File: config.mk
export PLATFORM = sky130hd
export DESIGN_NAME = sevenseg_scan
export DESIGN_NICKNAME = d
export VERILOG_FILES = /design/src/rtl/sevenseg_scan.sv
export SDC_FILE = /design/constraint.sdc
export NUM_CORES = 1
export LEC_CHECK = 0
export CORE_ASPECT_RATIO = 1.75
export CORE_MARGIN = 10
export CORE_UTILIZATION = 50
export DETAILED_ROUTE_END_ITERATION = 8
export GPL_ROUTABILITY_DRIVEN = 0
export HOLD_SLACK_MARGIN = 0.12
export PLACE_DENSITY_LB_ADDON = 0.3
export SYNTH_ARGS = -nofsm -noshare
export SYNTH_HDL_FRONTEND = slang
export SYNTH_SLANG_ARGS = --single-unit
File: constraint.sdc
create_clock -name clk -period 5.3 [get_ports clk]
set_input_delay 0.795 -clock clk [delete_from_list [all_inputs] [get_ports clk]]
set_output_delay 0.795 -clock clk [all_outputs]
set_load 0.01 [all_outputs]
File: src/rtl/sevenseg_scan.sv
// Multiplexed N-digit seven-segment driver: double-buffered digit codes scanned onto a shared
// active-low segment bus with per-digit anodes, hex/decimal decode and leading-zero blanking.
module sevenseg_scan #(
   parameter int DIGITS    = 4,
   parameter int SCAN_DIV  = 50000,
   parameter int BLANK_CYC = 2
) (
   input  logic                  clk,
   input  logic                  rst_n,
   input  logic [4*DIGITS-1:0]   value,
   input  logic [DIGITS-1:0]     dp,
   input  logic                  load,
   input  logic                  hex_en,
   input  logic                  lzs_en,
   output logic [6:0]            seg,
   output logic                  dp_out,
   output logic [DIGITS-1:0]     an,
   output logic                  frame
);

   localparam int PW = (SCAN_DIV > 1) ? $clog2(SCAN_DIV) : 1;
   localparam int IW = (DIGITS > 1) ? $clog2(DIGITS) : 1;
   localparam logic [PW-1:0] PCNT_MAX  = PW'(SCAN_DIV - 1);
   localparam logic [PW-1:0] PCNT_BLNK = PW'(BLANK_CYC);
   localparam logic [IW-1:0] IDX_MAX   = IW'(DIGITS - 1);
   localparam logic [6:0]    SEG_BLANK = 7'b1111111;

   logic [PW-1:0]          pcnt_q, pcnt_d;
   logic [IW-1:0]          idx_q, idx_d;
   logic [4*DIGITS-1:0]    pv_q, pv_d, dv_q, dv_d;
   logic [DIGITS-1:0]      pdp_q, pdp_d, ddp_q, ddp_d;
   logic                   pvalid_q, pvalid_d;
   logic [6:0]             seg_q, seg_d;
   logic                   dp_out_q, dp_out_d;
   logic [DIGITS-1:0]      an_q, an_d;
   logic                   frame_q, frame_d;

   logic                   pcnt_tc;
   logic                   xfer;
   logic                   active;
   logic [3:0]             dig_w [DIGITS];
   logic [DIGITS:0]        zero_above;
   logic [DIGITS-1:0]      supp_w;
   logic [3:0]             cur_dig;
   logic                   cur_dp;
   logic                   cur_supp;

   function automatic logic [6:0] decode(input logic [3:0] code, input logic hex);
      case (code)
         4'h0:    return 7'b1000000;
         4'h1:    return 7'b1111001;
         4'h2:    return 7'b0100100;
         4'h3:    return 7'b0110000;
         4'h4:    return 7'b0011001;
         4'h5:    return 7'b0010010;
         4'h6:    return 7'b0000010;
         4'h7:    return 7'b1111000;
         4'h8:    return 7'b0000000;
         4'h9:    return 7'b0010000;
         4'hA:    return hex ? 7'b0001000 : SEG_BLANK;
         4'hB:    return hex ? 7'b0000011 : SEG_BLANK;
         4'hC:    return hex ? 7'b1000110 : SEG_BLANK;
         4'hD:    return hex ? 7'b0100001 : SEG_BLANK;
         4'hE:    return hex ? 7'b0000110 : SEG_BLANK;
         default: return hex ? 7'b0001110 : SEG_BLANK;
      endcase
   endfunction

   assign pcnt_tc = (pcnt_q == PCNT_MAX);
   assign xfer    = pcnt_tc && (idx_q == IDX_MAX);
   assign active  = (pcnt_q >= PCNT_BLNK);

   // zero_above[i] is set when digit i and every more-significant digit are zero.
   assign zero_above[DIGITS] = 1'b1;

   generate
      for (genvar gi = 0; gi < DIGITS; gi++) begin : g_digit
         assign dig_w[gi]      = dv_q[4*gi +: 4];
         assign zero_above[gi] = zero_above[gi+1] & (dig_w[gi] == 4'h0);
         assign supp_w[gi]     = lzs_en && (gi != 0) && zero_above[gi];
         assign an_d[gi]       = !(active && (idx_q == IW'(gi)));
      end
   endgenerate

   always_comb begin
      pcnt_d   = pcnt_tc ? '0 : pcnt_q + 1'b1;
      idx_d    = idx_q;
      pv_d     = pv_q;
      pdp_d    = pdp_q;
      pvalid_d = pvalid_q;
      dv_d     = dv_q;
      ddp_d    = ddp_q;
      if (pcnt_tc) begin
         idx_d = (idx_q == IDX_MAX) ? '0 : idx_q + 1'b1;
      end
      if (load) begin
         pv_d     = value;
         pdp_d    = dp;
         pvalid_d = 1'b1;
      end
      // A load coinciding with the transfer bypasses the pending buffer so the newest data wins.
      if (xfer) begin
         if (load) begin
            dv_d  = value;
            ddp_d = dp;
         end else if (pvalid_q) begin
            dv_d  = pv_q;
            ddp_d = pdp_q;
         end
         pvalid_d = 1'b0;
      end
   end

   always_comb begin
      cur_dig  = 4'h0;
      cur_dp   = 1'b0;
      cur_supp = 1'b0;
      for (int i = 0; i < DIGITS; i++) begin
         if (idx_q == IW'(i)) begin
            cur_dig  = dig_w[i];
            cur_dp   = ddp_q[i];
            cur_supp = supp_w[i];
         end
      end
      seg_d    = SEG_BLANK;
      dp_out_d = 1'b1;
      if (active && !cur_supp) begin
         seg_d    = decode(cur_dig, hex_en);
         dp_out_d = ~cur_dp;
      end
      frame_d = xfer;
   end

   always_ff @(posedge clk or negedge rst_n) begin
      if (!rst_n) begin
         pcnt_q   <= '0;
         idx_q    <= '0;
         pv_q     <= '0;
         pdp_q    <= '0;
         pvalid_q <= 1'b0;
         dv_q     <= '0;
         ddp_q    <= '0;
         seg_q    <= SEG_BLANK;
         dp_out_q <= 1'b1;
         an_q     <= '1;
         frame_q  <= 1'b0;
      end else begin
         pcnt_q   <= pcnt_d;
         idx_q    <= idx_d;
         pv_q     <= pv_d;
         pdp_q    <= pdp_d;
         pvalid_q <= pvalid_d;
         dv_q     <= dv_d;
         ddp_q    <= ddp_d;
         seg_q    <= seg_d;
         dp_out_q <= dp_out_d;
         an_q     <= an_d;
         frame_q  <= frame_d;
      end
   end

   assign seg    = seg_q;
   assign dp_out = dp_out_q;
   assign an     = an_q;
   assign frame  = frame_q;

endmodule
# Word-level counts from Yosys, hierarchy flattened
# Index checks and enable logic that the tools add are counted.
# totals
register_bits,72
output_inout_bits,13
wordCells,85
# op_classes
add_sub_neg,2
order_cmp,1
n_eq_ne,18
n_mux,28
n_bitwise,3
reduce_logical,22
# ops
operator,n
$pmux 7 s15,1
$mux 16,3
$mux 7,6
$eq 4x4->1 const B,7
$mux 4,6
$add 16x1->16 const B,1
$eq 16x16->1 const B,1
$eq 4x3->1 const B,4
$ge 16x2->1 const B,1
$logic_not 4->1,4
$mux 1,10
$logic_and 1x1->1,9
$eq 4x2->1 const B,2
$mux 6,1
$logic_not 1->1,5
$eq 2x2->1 const B,2
$eq 4x1->1 const B,1
$reduce_bool 2->1,2
$add 2x1->2 const B,1
$and 1x1->1,2
$eq 2x1->1 const B,1
$logic_not 2->1,1
$mux 2,1
$reduce_and 2->1,1
$not 1->1,1

# Logic depth before layout (Yosys ltp)
# depth
ltp_word,10
depth_mapped,9
ltp_nobuf,7

# Least setup slack after synthesis
# Ideal clock, no wire load.
# synth_path
kind,reg2reg
start,register idx_q[0]
end,register seg_q[0] (netlist: seg[0])
setup_ns,0.063
arrival_ns,1.926
t_required_ns,5.237
slack_ns,3.311
stages_incl_launch_ff,9
n_path_buf,1
cell_sequence,dfrtp_1 > inv_1 > ha_1 > buf_2 > nor3b_1 > a311oi_2 > mux2i_1 > a222oi_1 > nand2b_1
# synth_between
elab_chain_cells,8
elab_cells_between_ends,30
cone_classes,eq/ne (17); mux (9); reduce/logical (4)
# synth_lines
item,line_no,text
start: declaration,29,"logic [IW-1:0] idx_q, idx_d;"
start signal: assignment,149,idx_q <= idx_d;
$logic_not 2->1,119,if (idx_q == IW'(i)) begin
$mux 4 (4 in series),119,
$eq 4x4->1 (tied with other cells),49,case (code)
$pmux 7 s15,49,
$mux 7 (*),127,if (active && !cur_supp) begin
net seg_d[0],33,"logic [6:0] seg_q, seg_d;"
end signal: assignment,155,seg_q <= seg_d;
end: declaration,33,
# The timed path passes the listed nets; every way through them passes the cells marked *.
# A chain may end at the register's enable or synchronous reset.

# Worst setup path after layout
# layout_path
start,input port load
end,register dv_q[7]
# layout_between
elab_chain_cells,2
elab_cells_between_ends,3
cone_classes,mux (1); reduce/logical (2)
# layout_lines
item,line_no,text
start: declaration,12,"input logic load,"
$reduce_bool 2->1 (no line),-,
$reduce_and 2->1 (no line),-,
end signal: assignment,153,dv_q <= dv_d;
end: declaration,30,"logic [4*DIGITS-1:0] pv_q, pv_d, dv_q, dv_d;"
# Several ways; a longest one is shown, not always the timed one.

==> results.md <==
- Core region area: 6590 µm²
- Share of cells above drive strength 1: 0.234
- Endpoint class of the critical path: register
- CTS tree: yes
- Worst setup path endpoint: dv_q[7]$_DFFE_PN0P_
- Mean post-synth cell area: 12.2 µm²
- Number of global-route vias before repair: 2394
- Slew margin rel.: 0.315
- Initial Util: 0.517
- Worst Path Arrival: 2880 ps
- Clock root cell: clkbuf_16
- Worst R2R Setup Slack: 2770 ps
- Max-slew violations: 0
- Leakage: 0.00186 µW
- Tmin final: roughly 2700 ps
- Peak supply drop: 0.222 mV
- Vias: 2242
- RSZ-0062 raised after global routing: false
- Post-route ant nets: 0
- GRT Total Usage: 0.140
- Io pins: 38
- Setup Skew: 4.56 ps
- Drt drc: 0
- Cell Count, Final, Fillers Out: 407
- Sequential power share: 0.466
- EDFF count, synth: 0
- TritonCTS buffer count: 9
- Starting DRC count in detailed routing: 150
- Critical R2R Capture: seg[0]$_DFF_PN1_
- F_max: between 0.3 and 0.4 GHz
- Bufs and invs on worst path: 2
- Detailed Routing Iterations Pass 1: 4
- Combinational share of power: 0.045
- Layout fillers: 538
- Vias per inst: 5.51
- CTS max path bufs: 2
- Final Core Density: 0.627
- Final period util: 0.503
- PwrDens: about 300 nW/µm²
- WP depth: 5
- Net count, final: 351
- Synthesized net count: 311
- Final Setup Violations: 0
- Syn Inst Count: 280
- Width of the die: 82.4 µm
- Post-layout total power: 1220 µW
- Slew @ Worst Pin: 1020 ps
- Post-Route WL: 6850 µm
- Clock share of power: 0.489
- Worst setup SP type: primary input
- Area grow syn2layout: 21.3%
- CTS H-Tree Depth: 3
- Synth cell types: 46
- Setup TNS: 0 ps
- First-pass GRT wire length: 11400 µm
- Synth warn: 0
- FF-to-FF Start: idx_q[0]$_DFFE_PN0N_
- Resized Gates After CTS: 0
- Die height: roughly 130 µm
- Maximum number of pins on one net before global-route repair: between 70 and 80
- CP required: 5510 ps
- Worst-path clk slew: 50 ps
- DP Cell Count: 391
- Site Rows: 39
- Hpwl dp: 4890 µm
- CP cell instances: clkdlybuf4s50_1 -> nor2_1 -> nand4b_1 -> buf_4 -> mux2_4
- Wire per inst: 16.8 µm
- Sequential area share after synthesis: 0.533
- Critical path startpoint: load
- Residual overflow from global routing: 0
- CP delay by family, top: buffers and inverters
- Fin. Hold Viols: 0
- Slowest cell on the critical path: clkdlybuf4s50_1
- Initial antenna violation count: 0
- Hold Slack: 476 ps
- Delay of the slowest cell on the worst path: around 1100 ps
- Outcome: complete, no violations
- Internal Pwr Total: 984 µW
- Die Area: 10600 µm²
- Hold/Removal Path Class: register to register
- Clock sink total: 72
- Worst Setup Path Type: primary input to register
- Synth Cell Area: 3410 µm²
- Switching Share: 0.194
- Antenna diode count: 0
- Worst R2R Path Depth: 6
- Max-Cap Viols: 0
- #FFs+latches synth: just over 70
- Crit Path Max Fanout: 21
- Ys flop type: dfrtp_1
- Asr flop ratio synth: 1.00
- Total net switching power: 237 µW
- Worst-Skew Late Latency: 330 ps
- IO Port Bufs: 37
- Post-CTS Repair Setup Buffers: 0
- Hold bufs inserted after CTS: 0
-- cell usage in the layout (no fill, tap or decap), types with 3 or more instances in the layout --
master           Yosys  layout
a211oi_1             3       3
a21oi_1              9       9
and3_1               3       3
buf_4                0       3
clkbuf_16            0       9
clkdlybuf4s50_1      0      36
dfrtp_1             60      60
dfstp_2             12      12
ha_1                 6       6
inv_1                6       6
mux2_2              20      20
mux2_4              20      20
nand2_1             22      22
nand3_1              8       8
nand3b_1             5       5
nand4_1              3       3
nor2_1              18      18
nor3_1              10      10
nor3b_1              4       4
nor4_1               4       4
o21ai_0              9       9
xnor2_1              6       6
xor2_1               8       8
-- cell families after synthesis --
| family | after synthesis | share of synthesized area |
|---|---|---|
| xor+xnor | 14 | 0.0360 |
| fa+ha+maj | 6 | 0.0220 |
| buf+inv | 17 | 0.0257 |
| mux | 42 | 0.160 |
| compound gates | 40 | 0.0860 |
| flops | 72 | 0.533 |
| simple gates | 89 | 0.137 |
-- routing by layer --
| metal | vias up | GRT usage | part of all wire |
|---|---|---|---|
| li1 | 1073 | - | - |
| met1 | 1120 | 0.143 | 0.37 |
| met2 | 36 | 0.251 | 0.57 |
| met3 | 13 | 0.0422 | 0.043 |
| met4 | 0 | 0.0624 | 0.021 |
| met5 | - | 0 | 0 |
-- worst min path at each step --
stage / endpoint / cells after the start / startpoint / slack (ps)
floorplan: pvalid_q$_DFFE_PN0P_ / 2 / pvalid_q$_DFFE_PN0P_ / 440
global placement: pvalid_q$_DFFE_PN0P_ / 2 / pvalid_q$_DFFE_PN0P_ / 460
detailed placement: pvalid_q$_DFFE_PN0P_ / 2 / pvalid_q$_DFFE_PN0P_ / 470
CTS: pvalid_q$_DFFE_PN0P_ / 2 / pvalid_q$_DFFE_PN0P_ / 480
global route: pv_q[4]$_DFFE_PN0P_ / 1 / pv_q[4]$_DFFE_PN0P_ / 510
finish: pvalid_q$_DFFE_PN0P_ / 2 / pvalid_q$_DFFE_PN0P_ / 480
-- synthesized netlist by cell type (3+ instances only) --
cell type | number | area (µm²)
dfrtp_1 | 60 | 1500
nand2_1 | 22 | 82.6
mux2_2 | 20 | 225
mux2_4 | 20 | 300
nor2_1 | 18 | 67.6
dfstp_2 | 12 | 315
nor3_1 | 10 | 50.1
a21oi_1 | 9 | 45.0
o21ai_0 | 9 | 45.0
nand3_1 | 8 | 40.0
xor2_1 | 8 | 70.1
buf_2 | 7 | 35.0
ha_1 | 6 | 75.1
inv_1 | 6 | 22.5
xnor2_1 | 6 | 52.6
nand3b_1 | 5 | 37.5
nor3b_1 | 4 | 30.0
nor4_1 | 4 | 25.0
a211oi_1 | 3 | 22.5
and3_1 | 3 | 18.8
nand4_1 | 3 | 18.8
-- tightest hold or removal path: stages, from the launching register on --
cell and delay, ps:
dfrtp_1 320, nor2_1 50, nor2_1 70
-- power by group through the flow --
| stage | logic (µW) | registers, µW | clock network (µW) |
|---|---|---|---|
| floorplan | 22.6 | 577 | 0 |
| global placement | 55.7 | 578 | 0 |
| detailed placement | 56.5 | 579 | 0 |
| CTS | 57.0 | 569 | 614 |
| global route | 60.7 | 570 | 636 |
| finish | 55.0 | 569 | 598 |
-- through the flow --
| step | area, µm² | worst slack, ps |
|---|---|---|
| 2_1_floorplan | 3410 | 3310 |
| 3_3_place_gp | 3830 | 2300 |
| 3_5_place_dp | 3830 | 2240 |
| 4_1_cts | 4130 | 2600 |
| 5_1_grt | 4130 | 2490 |
| 6_report | 4130 | 2630 |
-- final cells by class --
| class | count | area, µm² | share of cell area |
|---|---|---|---|
| flip-flops and latches | 72 | 1820 | 0.440 |
| multi-input cells | 191 | 1500 | 0.363 |
| repair buffers | 40 | 388 | 0.0939 |
| clock buffers | 13 | 260 | 0.0630 |
| well taps | 82 | 103 | 0.0248 |
| clock inverters | 3 | 40.0 | 0.00969 |
| inverters | 6 | 22.5 | 0.00545 |
-- state kept, by name, summed over array words and instances (netlist names) --
name / cells
ddp_q: 4
dv_q: 16
idx_q: 2
dp_out: 1
seg: 7
pvalid_q: 1
an: 4
frame: 1
pcnt_q: 16
pv_q: 16
pdp_q: 4
(Power assumes the default switching activity.)
